==> src/rtl/vga_pkg.sv <==
// vga_pkg: shared 640x480 @ 60 Hz timing defaults and the coordinate and
// colour channel types used by the VGA sync generator.
package vga_pkg;

    typedef logic [15:0] coord_t;
    typedef logic [3:0]  chan_t;

    localparam int VGA_H_ACTIVE = 640;
    localparam int VGA_H_FP     = 16;
    localparam int VGA_H_SYNC   = 96;
    localparam int VGA_H_BP     = 48;
    localparam int VGA_H_TOTAL  = VGA_H_ACTIVE + VGA_H_FP + VGA_H_SYNC + VGA_H_BP;

    localparam int VGA_V_ACTIVE = 480;
    localparam int VGA_V_FP     = 10;
    localparam int VGA_V_SYNC   = 2;
    localparam int VGA_V_BP     = 33;
    localparam int VGA_V_TOTAL  = VGA_V_ACTIVE + VGA_V_FP + VGA_V_SYNC + VGA_V_BP;

endpackage

==> src/rtl/pixel_tick_gen.sv <==
// pixel_tick_gen: clock-enable divider. Pixel_tick is high on the last Clk
// cycle of every group of CLK_DIV cycles.
//   Clk        in  : system clock
//   Rst_n      in  : asynchronous active-low reset
//   Pixel_tick out : one-Clk enable pulse per pixel
module pixel_tick_gen #(
    parameter int CLK_DIV = 2
) (
    input  logic Clk,
    input  logic Rst_n,
    output logic Pixel_tick
);

    // At CLK_DIV=1 the counter is a single bit that never leaves 0, so the
    // tick is permanently high.
    localparam int            CW   = (CLK_DIV > 1) ? $clog2(CLK_DIV) : 1;
    localparam logic [CW-1:0] LAST = CW'(CLK_DIV - 1);

    logic [CW-1:0] div_cnt;

    always_ff @(posedge Clk or negedge Rst_n) begin
        if (!Rst_n) begin
            div_cnt <= '0;
        end else if (div_cnt == LAST) begin
            div_cnt <= '0;
        end else begin
            div_cnt <= div_cnt + CW'(1);
        end
    end

    assign Pixel_tick = (div_cnt == LAST);

endmodule

==> src/rtl/vga_sync_gen.sv <==
// vga_sync_gen: VGA timing generator. Drives the pixel coordinate bus to the
// painter and registers the painter colour, sync and Video_on back out, so the
// pins lag the coordinates by exactly one pixel.
//   Clk, Rst_n                      in  : clock, async active-low reset
//   Red_in, Green_in, Blue_in       in  : painter colour for current Xpos/Ypos
//   Xpos, Ypos                      out : pixel coordinates
//   Pixel_tick, Frame_start         out : pixel enable, frame-wrap pulse
//   Video_on, Hsync, Vsync          out : registered pin-aligned timing
//   Red, Green, Blue                out : registered, blanked colour
module vga_sync_gen
    import vga_pkg::*;
#(
    parameter int   CLK_DIV  = 2,
    parameter int   H_ACTIVE = VGA_H_ACTIVE,
    parameter int   H_FP     = VGA_H_FP,
    parameter int   H_SYNC   = VGA_H_SYNC,
    parameter int   H_BP     = VGA_H_BP,
    parameter int   V_ACTIVE = VGA_V_ACTIVE,
    parameter int   V_FP     = VGA_V_FP,
    parameter int   V_SYNC   = VGA_V_SYNC,
    parameter int   V_BP     = VGA_V_BP,
    parameter logic SYNC_POL = 1'b0
) (
    input  logic   Clk,
    input  logic   Rst_n,
    input  chan_t  Red_in,
    input  chan_t  Green_in,
    input  chan_t  Blue_in,
    output coord_t Xpos,
    output coord_t Ypos,
    output logic   Pixel_tick,
    output logic   Frame_start,
    output logic   Video_on,
    output logic   Hsync,
    output logic   Vsync,
    output chan_t  Red,
    output chan_t  Green,
    output chan_t  Blue
);

    localparam int H_TOTAL = H_ACTIVE + H_FP + H_SYNC + H_BP;
    localparam int V_TOTAL = V_ACTIVE + V_FP + V_SYNC + V_BP;

    localparam coord_t H_LAST   = coord_t'(H_TOTAL - 1);
    localparam coord_t V_LAST   = coord_t'(V_TOTAL - 1);
    localparam coord_t H_ACT_C  = coord_t'(H_ACTIVE);
    localparam coord_t V_ACT_C  = coord_t'(V_ACTIVE);
    localparam coord_t HS_FIRST = coord_t'(H_ACTIVE + H_FP);
    localparam coord_t HS_LAST  = coord_t'(H_ACTIVE + H_FP + H_SYNC - 1);
    localparam coord_t VS_FIRST = coord_t'(V_ACTIVE + V_FP);
    localparam coord_t VS_LAST  = coord_t'(V_ACTIVE + V_FP + V_SYNC - 1);

    logic active;
    logic hs;
    logic vs;

    pixel_tick_gen #(
        .CLK_DIV(CLK_DIV)
    ) u_tick (
        .Clk       (Clk),
        .Rst_n     (Rst_n),
        .Pixel_tick(Pixel_tick)
    );

    always_ff @(posedge Clk or negedge Rst_n) begin
        if (!Rst_n) begin
            Xpos <= '0;
            Ypos <= '0;
        end else if (Pixel_tick) begin
            if (Xpos == H_LAST) begin
                Xpos <= '0;
                Ypos <= (Ypos == V_LAST) ? '0 : Ypos + coord_t'(1);
            end else begin
                Xpos <= Xpos + coord_t'(1);
            end
        end
    end

    assign Frame_start = Pixel_tick && (Xpos == H_LAST) && (Ypos == V_LAST);

    assign active = (Xpos < H_ACT_C) && (Ypos < V_ACT_C);
    assign hs     = (Xpos >= HS_FIRST) && (Xpos <= HS_LAST);
    assign vs     = (Ypos >= VS_FIRST) && (Ypos <= VS_LAST);

    // Everything here describes the pixel just addressed, so the pins trail
    // the coordinate bus by one pixel and stay mutually aligned.
    always_ff @(posedge Clk or negedge Rst_n) begin
        if (!Rst_n) begin
            Video_on <= 1'b0;
            Hsync    <= ~SYNC_POL;
            Vsync    <= ~SYNC_POL;
            Red      <= '0;
            Green    <= '0;
            Blue     <= '0;
        end else if (Pixel_tick) begin
            Video_on <= active;
            Hsync    <= hs ? SYNC_POL : ~SYNC_POL;
            Vsync    <= vs ? SYNC_POL : ~SYNC_POL;
            Red      <= active ? Red_in   : '0;
            Green    <= active ? Green_in : '0;
            Blue     <= active ? Blue_in  : '0;
        end
    end

endmodule

==> config.mk <==
export PLATFORM = sky130hd
export DESIGN_NAME = vga_sync_gen
export DESIGN_NICKNAME = d
export VERILOG_FILES = /design/src/rtl/vga_pkg.sv /design/src/rtl/pixel_tick_gen.sv /design/src/rtl/vga_sync_gen.sv
export SDC_FILE = /design/constraint.sdc
export NUM_CORES = 1
export LEC_CHECK = 0
export ABC_CLOCK_PERIOD_IN_PS = 2400
export CORE_MARGIN = 5
export CORE_UTILIZATION = 50
export CTS_BUF_LIST = sky130_fd_sc_hd__clkbuf_4
export DETAILED_ROUTE_END_ITERATION = 12
export PLACE_DENSITY = 0.82
export SYNTH_ARGS = -nofsm -noshare
export SYNTH_HDL_FRONTEND = slang
export SYNTH_SLANG_ARGS = --single-unit
==> constraint.sdc <==
create_clock -name Clk -period 2.4 [get_ports Clk]
set_clock_uncertainty 0.15 [all_clocks]
set_input_delay 0.24 -clock Clk [delete_from_list [all_inputs] [get_ports Clk]]
set_output_delay 0.24 -clock Clk [all_outputs]
set_load 0.01 [all_outputs]
## After elaboration in Yosys (flattened, before gate mapping)

Index checks and enable logic that the tools add are counted.

| storage, ports and cells | value |
|---|---|
| flip-flop bits (word level) | 48 |
| bits in latches | 0 |
| bits in writable memories | 0 |
| bits in read-only memories | 0 |
| input bits | 14 |
| output and inout bits | 49 |
| word-level logic and storage cells | 34 |
| memories kept | 0 |

| cells by class | value |
|---|---|
| add/sub/neg operators | 3 |
| multipliers | 0 |
| div/mod/pow operators | 0 |
| magnitude comparators | 6 |
| equal/unequal tests | 2 |
| shifts and indexed selects | 0 |
| muxes and demuxes | 8 |
| bitwise operators | 0 |
| reductions and logical operators | 6 |

Operators with widths:

| kind | number |
|---|---|
| adder 16 x 1 -> 16 bit, second input constant | 2 |
| == test 16 x 10 -> 1 bit, second input constant | 2 |
| two-way mux 16 bit | 2 |
| greater-or-equal comparator 16 x 10 -> 1 bit, second input constant | 1 |
| greater-or-equal comparator 16 x 9 -> 1 bit, second input constant | 1 |
| less-or-equal comparator 16 x 10 -> 1 bit, second input constant | 1 |
| less-or-equal comparator 16 x 9 -> 1 bit, second input constant | 1 |
| < comparator 16 x 10 -> 1 bit, second input constant | 1 |
| < comparator 16 x 9 -> 1 bit, second input constant | 1 |
| two-way mux 4 bit | 3 |
| logical AND 1 bit | 5 |
| two-way mux 1 bit | 3 |
| AND reduction 2 bit | 1 |
| adder 1 bit, second input constant | 1 |

## Longest topological paths before layout

Gate-level depths: netlist of run 1.

| depth | value |
|---|---|
| depth after elaboration | 3 |
| depth in mapped cells | 8 |
| mapped depth without buffers | 7 |

## By module

A second synthesis of run 1 with hierarchy kept.

| unflattened totals | value |
|---|---|
| cells, all modules | 231 |
| area, all modules | 2378.5 um^2 |

Modules (own cells, without submodules):

| module | instances | cells each | area each (um^2) | seq. area each (um^2) |
|---|---|---|---|---|
| vga_sync_gen | 1 | 229 | 2349.8 | 1178.6 |
| pixel_tick_gen | 1 | 2 | 28.8 | 25.0 |

## Worst setup path before layout of run 1

No wires, ideal clock.

| timing | value |
|---|---|
| path type | reg-to-reg |
| start | reg Xpos[5] |
| end | reg Ypos[15] |
| setup time | 128 ps |
| arrival time | 1863 ps |
| required time | 2122 ps |
| slack | 259 ps |
| cell stages (with the launch flop) | 8 |
| buffers on the path | 2 |
| period minus slack after synthesis | 2141 ps |
| cell sequence | dfrtp_1 > buf_6 > nor4b_4 > nand4_4 > or2_1 > buf_6 > nor3_4 > mux2_1 |

| between the ends | value |
|---|---|
| longest elaborated chain between the ends | 2 |

Ends and longest elaborated chain:

| element | RTL line | source |
|---|---|---|
| from (decl) | vga_sync_gen.sv:29 | `output coord_t Xpos,` |
| from (signal assigned) | vga_sync_gen.sv:74 | `Xpos <= Xpos + coord_t'(1);` |
| == test 16 x 10 -> 1 bit | vga_sync_gen.sv:70 | `if (Xpos == H_LAST) begin` |
| AND reduction 2 bit (no line) | -- |  |
| to (signal assigned) | vga_sync_gen.sv:72 | `Ypos <= (Ypos == V_LAST) ? '0 : Ypos + coord_t'(1);` |
| to (decl) | vga_sync_gen.sv:30 | `output coord_t Ypos,` |

Every way passes these cells.
A chain may end at the register's enable or synchronous reset.

## Worst setup path in the final report of run 1

| timing | value |
|---|---|
| start | reg Ypos[14] |
| end | out Frame_start |

| between the ends | value |
|---|---|
| longest elaborated chain between the ends | 2 |

Ends and longest elaborated chain:

| element | RTL line | source |
|---|---|---|
| == test 16 x 10 -> 1 bit | vga_sync_gen.sv:79 | `assign Frame_start = Pixel_tick && (Xpos == H_LAST) && (Ypos == V_LAST);` |
| logical AND 1 bit | vga_sync_gen.sv:79 |  |
| to (decl) | vga_sync_gen.sv:32 | `output logic Frame_start,` |

Every way passes these cells.

==> results of run 1 <==
## cells by family (layout without fill, tap and decap cells)
group | after synthesis | count (layout)
simple gates | 95 | 95
flops | 48 | 48
compound gates | 41 | 41
xor+xnor | 18 | 18
buf+inv | 13 | 96
fa+ha+maj | 4 | 4
mux | 1 | 1
## repair_timing
item	4_1_cts	5_1_grt
pin swaps	3	2
buffers inserted	6	0
endpoints found under the setup margin	1	1
gates resized for setup	4	2
hold endpoints to repair	46	0
hold buffers	1	0
## Yosys cell counts, types with 2 or more instances
cell	number	area share (%)
nor2_1	16	2.6
o31ai_1	4	1.3
a22o_1	12	4.5
nor2b_1	3	0.80
buf_2	2	0.43
a21oi_1	6	1.3
xnor2_1	12	4.5
or3_1	2	0.53
xor2_1	6	2.2
nor3_1	9	1.9
ha_1	4	2.1
nand4_1	6	1.6
nand3_1	15	3.2
nand2b_1	3	0.80
and3_1	6	1.6
and2_1	2	0.53
nor4_1	3	0.80
nand2_1	17	2.7
nor4_4	2	1.8
nor4bb_1	2	0.85
dfstp_2	2	2.2
buf_6	3	1.4
dfrtp_1	46	49
inv_1	4	0.64
clkbuf_1	3	0.48
o21ai_0	14	3.0
## layer usage
layer,up-vias,wire [µm],global-route usage [%],part of all wire (%)
met3,8,416,6.08,7.3
met2,77,2800,31.7,49
met4,0,79,6.64,1.4
li1,957,-,-,-
met1,1012,2420,25.1,42
met5,-,0,0,0
## worst register-to-register path: cells and delay by family, from the launching register on
| family | cells | cell delay, ps |
|---|---|---|
| flops | 1 | 450 |
| fa+ha+maj | 1 | 220 |
| simple gates | 3 | 640 |
| mux | 1 | 340 |
| buf+inv | 1 | 210 |
## metrics by stage
step           util (%)  hold WS [ps]  std cells  area (µm²)
5_1_grt            69.7           296        357        3230
3_3_place_gp       66.6           216        342        3080
4_1_cts            69.7           290        357        3230
3_5_place_dp       66.6           219        342        3080
6_report           69.7           312        357        3230
2_1_floorplan         -          -206        220        2350
## worst max-delay path by stage
stage,start,endpoint,slack [ps],depth (start not counted)
after CTS,Ypos[1],Frame_start,100,6
after global routing,Xpos[12],Frame_start,20,5
final,Ypos[14],Frame_start,140,4
after floorplan,Xpos[5],Ypos[15],260,7
after global placement,Xpos[14],Frame_start,210,5
after detailed placement,Xpos[14],Frame_start,180,5
## state kept, by name, summed over array words and instances, names as in the netlist
name,flops
Xpos,16
Ypos,16
Blue,4
Green,4
Red,4
Hsync,1
Video_on,1
Vsync,1
u_tick.Pixel_tick,1
## power groups by stage
stage                     sequential [µW]  clock [µW]  combinational, µW
final                                 825         474               73.1
after global routing                  827         524               79.9
after CTS                             825         492               75.3
after detailed placement              840           0               74.2
after global placement                840           0               72.6
after floorplan                       845           0               8.73
## cell type report
cell class              count  share of cell area, %
inverters                   5                  0.581
clock inverters             3                   1.32
clock buffers               5                   1.16
well taps                  54                   2.09
multi-input cells         159                   33.5
repair buffers             83                   24.0
flip-flops and latches     48                   37.4
==> metrics, run 1 <==
status finished clean; fillers 361; Vias/cell 5.75; first-pass GRT wire length 9680 µm; Clock transition at path regs 140 ps; CTS tree done; Slowest-stage cell, CP dfrtp_1; Seq/Total Area, Yosys 51.2%; vias in the first global route 2026; Area growth, synth to finish 37.4%; area of the multi-input gates 0.00108 mm²; Post-Synth Adder-Cell Area 2.13%; routability cong. 0.879; final WL 5720 µm; EDFF count, synth 0; slew at the pin closest to its max-slew limit 593 ps; Sw Pwr 292 µW; core area 0.00463 mm²; die area 0.00617 mm²; critical path class flop to output pin; reg2reg path depth 6; number of top-level pins 63; setup TNS 0 ps; total CTS buffers 5; Die H 78.6 µm; xor/xnor share of the synthesized area 6.71%; switching part of the total 21.3%; async set or reset register ratio after synthesis 100%; pre-CTS WS 178 ps; Setup-failing EPs final 0; post-route ant nets 0; Max Cap Viol 0; Rows 25; Hold EP Red[3]; Peak Freq 0.442 GHz; Hold Violations, Final 0; commonest non-fill, non-tap cell in the layout clkdlybuf4s50_1; HP Class input port to flop; largest net degree at the start of global routing 49; post-synthesis compound-gate area fraction 11.9%; Distinct cells, synth 42; Startpoint Class flop; Syn Area/Cell 10.7 µm²; Cell Int Power 1080 µW; CP max stage delay 460 ps; r2r startpoint Xpos[1]; Crit path max-delay family simple AND/OR/NAND/NOR gates; Clk pwr share 34.5%; clk root buf clkbuf_4; final-stage net count 320; final worst slack 136 ps; minimum clock period 2260 ps; r2r endpoint Ypos[15]; Overall Power 1370 µW; ys flop type dfrtp_1; Lkg Pwr 0.00142 µW; relative slew slack 60.5%; setup slack, reg-to-reg 280 ps; Yosys reg bits 48; worst path required time 2010 ps; dpl hpwl 4130 µm; hold path cells 2; H-tree Lvls 2; Synth Cell Area 0.00235 mm²; Seq pwr share 60.1%; diode count 0; initial DRC count 238; IO buf count 62; Gate Count Post-Synth 220; CP Buf/Inv Count 1; clock latency on the worst-skew pair 370 ps; Tcrit/Tclk final 94.4%; Post-Syn Nets 238; critical path cell sequence nor4_2 > and4_1 > and2_1 > dlygate4sd2_1; WP data arrival 1870 ps; layout cells sized above 1 14.5%; DR vias 2054; mux share of post-synthesis cell area 0.479%; Overflow after GRT 0; Max IR drop VDD 0.298 mV; Hold Crit Start Red_in[3]; PD cells 425 mW/mm²; main combinational cell family by area after synthesis simple AND/OR/NAND/NOR gates; Slew Viols, Final 0; CTS sink cnt 48; Die W 78.6 µm; Comb power frac 5.3%; Initial Util 50.8%; Total GRT Usage 19.7%; crit path max fanout 4; CP endpoint kind output pin; Reg area 0.00121 mm²; average wire per cell in the routed design 16.0 µm; warnings from Yosys 0; Simple-Gate Fraction of Synth Area 24.4%; clock buffer depth 2; initial antenna violation count 0; most frequent cells in the layout clkdlybuf4s50_1 (60), dfrtp_1 (44), buf_4 (20); RSZ-0062 raised after global routing no; DRC errors left 0; drt first pass iters 4
(Power assumes the default switching activity.)
==> inputs of run 2 (changes only) <==
Settings changed: PLACE_DENSITY 0.82 to 0.8.
==> metrics, run 2 (synthesis gave the netlist of run 1 again) <==
status finished clean; M1 GR Usage 25.0%; post-route ant nets 0; routability cong. 0.847; Largest regs Xpos (16), Ypos (16); initial DRC count 145; Hold Violations, Final 0; RSZ-0062 raised after global routing no; Die H 78.6 µm; Hold Crit Start Blue_in[2]; PD cells 424 mW/mm²; Overall Power 1370 µW; final-stage net count 320; clock latency on the worst-skew pair 350 ps; Clock transition at path regs 150 ps; critical path class flop to flop; most frequent cells in the layout clkdlybuf4s50_1 (60), dfrtp_1 (45), buf_4 (20); crit path max fanout 4; dpl hpwl 4030 µm; clk root buf clkbuf_4; WP data arrival 2310 ps; H-tree Lvls 2; relative slew slack 61.1%; fillers 383; Overflow after GRT 0; slew at the pin closest to its max-slew limit 584 ps; CP startpoint Xpos[15]; DR vias 2021; r2r startpoint Xpos[15]; grt met3 use 6.08%; Tcrit/Tclk final 92.5%; clock buffer depth 2; Reg area 0.00120 mm²; Area growth, synth to finish 37.4%; Startpoint Class flop; Total GRT Usage 19.2%; drt first pass iters 4; worst path required time 2490 ps; Die W 78.6 µm; Setup-failing EPs final 0; core area 0.00463 mm²; setup TNS 0 ps; Layout Cells excl Fill 357; die area 0.00617 mm²; IO buf count 62; final WL 5570 µm; vias in the first global route 1988; Peak Freq 0.450 GHz; Top Usage Layer GRT met2; Lkg Pwr 0.00142 µW; initial antenna violation count 0; dpl cells 343; commonest non-fill, non-tap cell in the layout clkdlybuf4s50_1; layout cells sized above 1 14.9%; Max Cap Viol 0; diode count 0; number of top-level pins 63; minimum clock period 2220 ps; Vias/cell 5.66; total CTS buffers 5; Initial Util 50.8%; HP Class input port to flop; DRC errors left 0; average wire per cell in the routed design 15.6 µm; CTS tree done; area of the multi-input gates 0.00109 mm²; largest net degree at the start of global routing 49; Rows 25; CP endpoint kind flop; met2 Resource Use GR 32.3%; CTS sink cnt 48; first-pass GRT wire length 9560 µm; Slew Viols, Final 0; Max IR drop VDD 0.320 mV
run 2: cell count changes in the layout (fill, tap and decap cells not counted), sizes merged:
cell and change:
clkbuf +1, clkinv -1, clkinvlp +1, dlygate4sd2 -1
run 2: per-stage QoR:
step	util (%)	worst slack, ps	cell area, µm²	hold slack, ps
global placement	66.8	208	3090	222
finish	69.8	179	3230	324
global route	69.8	57.2	3230	290
floorplan	-	259	2350	-206
CTS	69.6	107	3220	310
detailed placement	66.8	164	3090	218
run 2: area by class of cell:
| type | instances | area share, % |
|---|---|---|
| clock buffer | 5 | 1.16 |
| clock inverter | 3 | 1.32 |
| inverter | 5 | 0.581 |
| multi-input combinational | 159 | 33.7 |
| sequential | 48 | 37.3 |
| tap | 54 | 2.09 |
| timing repair buffer | 83 | 23.9 |
run 2: worst paths after layout:
path	to	slack, ps	depth (start not counted)
max in group asynchronous	Xpos[12]	1340	3
setup / recovery	Ypos[15]	180	6
hold / removal	Blue[2]	320	2
setup reg to reg	Ypos[15]	180	6
min in group asynchronous	Ypos[2]	330	3
hold reg to reg	Video_on	350	1
run 2: critical path, stage by stage (launching register included):
cell	delay [ps]
dfrtp_1	450
nor4_4	380
nand4_4	140
buf_4	180
or2_1	270
nor3_4	200
mux2_1	340
run 2: power breakdown:
part           internal [µW]  switching [µW]
sequential               819            5.41
clock                    218             255
combinational           43.6            29.3
total                   1080             290
run 2: layer usage:
layer	share of wire (%)	up-vias	wire (µm)
met5	0	-	0
met4	0.47	0	26
met3	5.8	5	325
met2	49	59	2740
met1	45	996	2480
li1	-	961	-
run 2: repair_timing:
item	4_1_cts	5_1_grt
pin swaps	3	1
resized for setup	3	4
buffers inserted	5	0
hold buffers	1	0
setup endpoints to repair	1	1
hold endpoints to repair	46	0
gates cloned	0	0
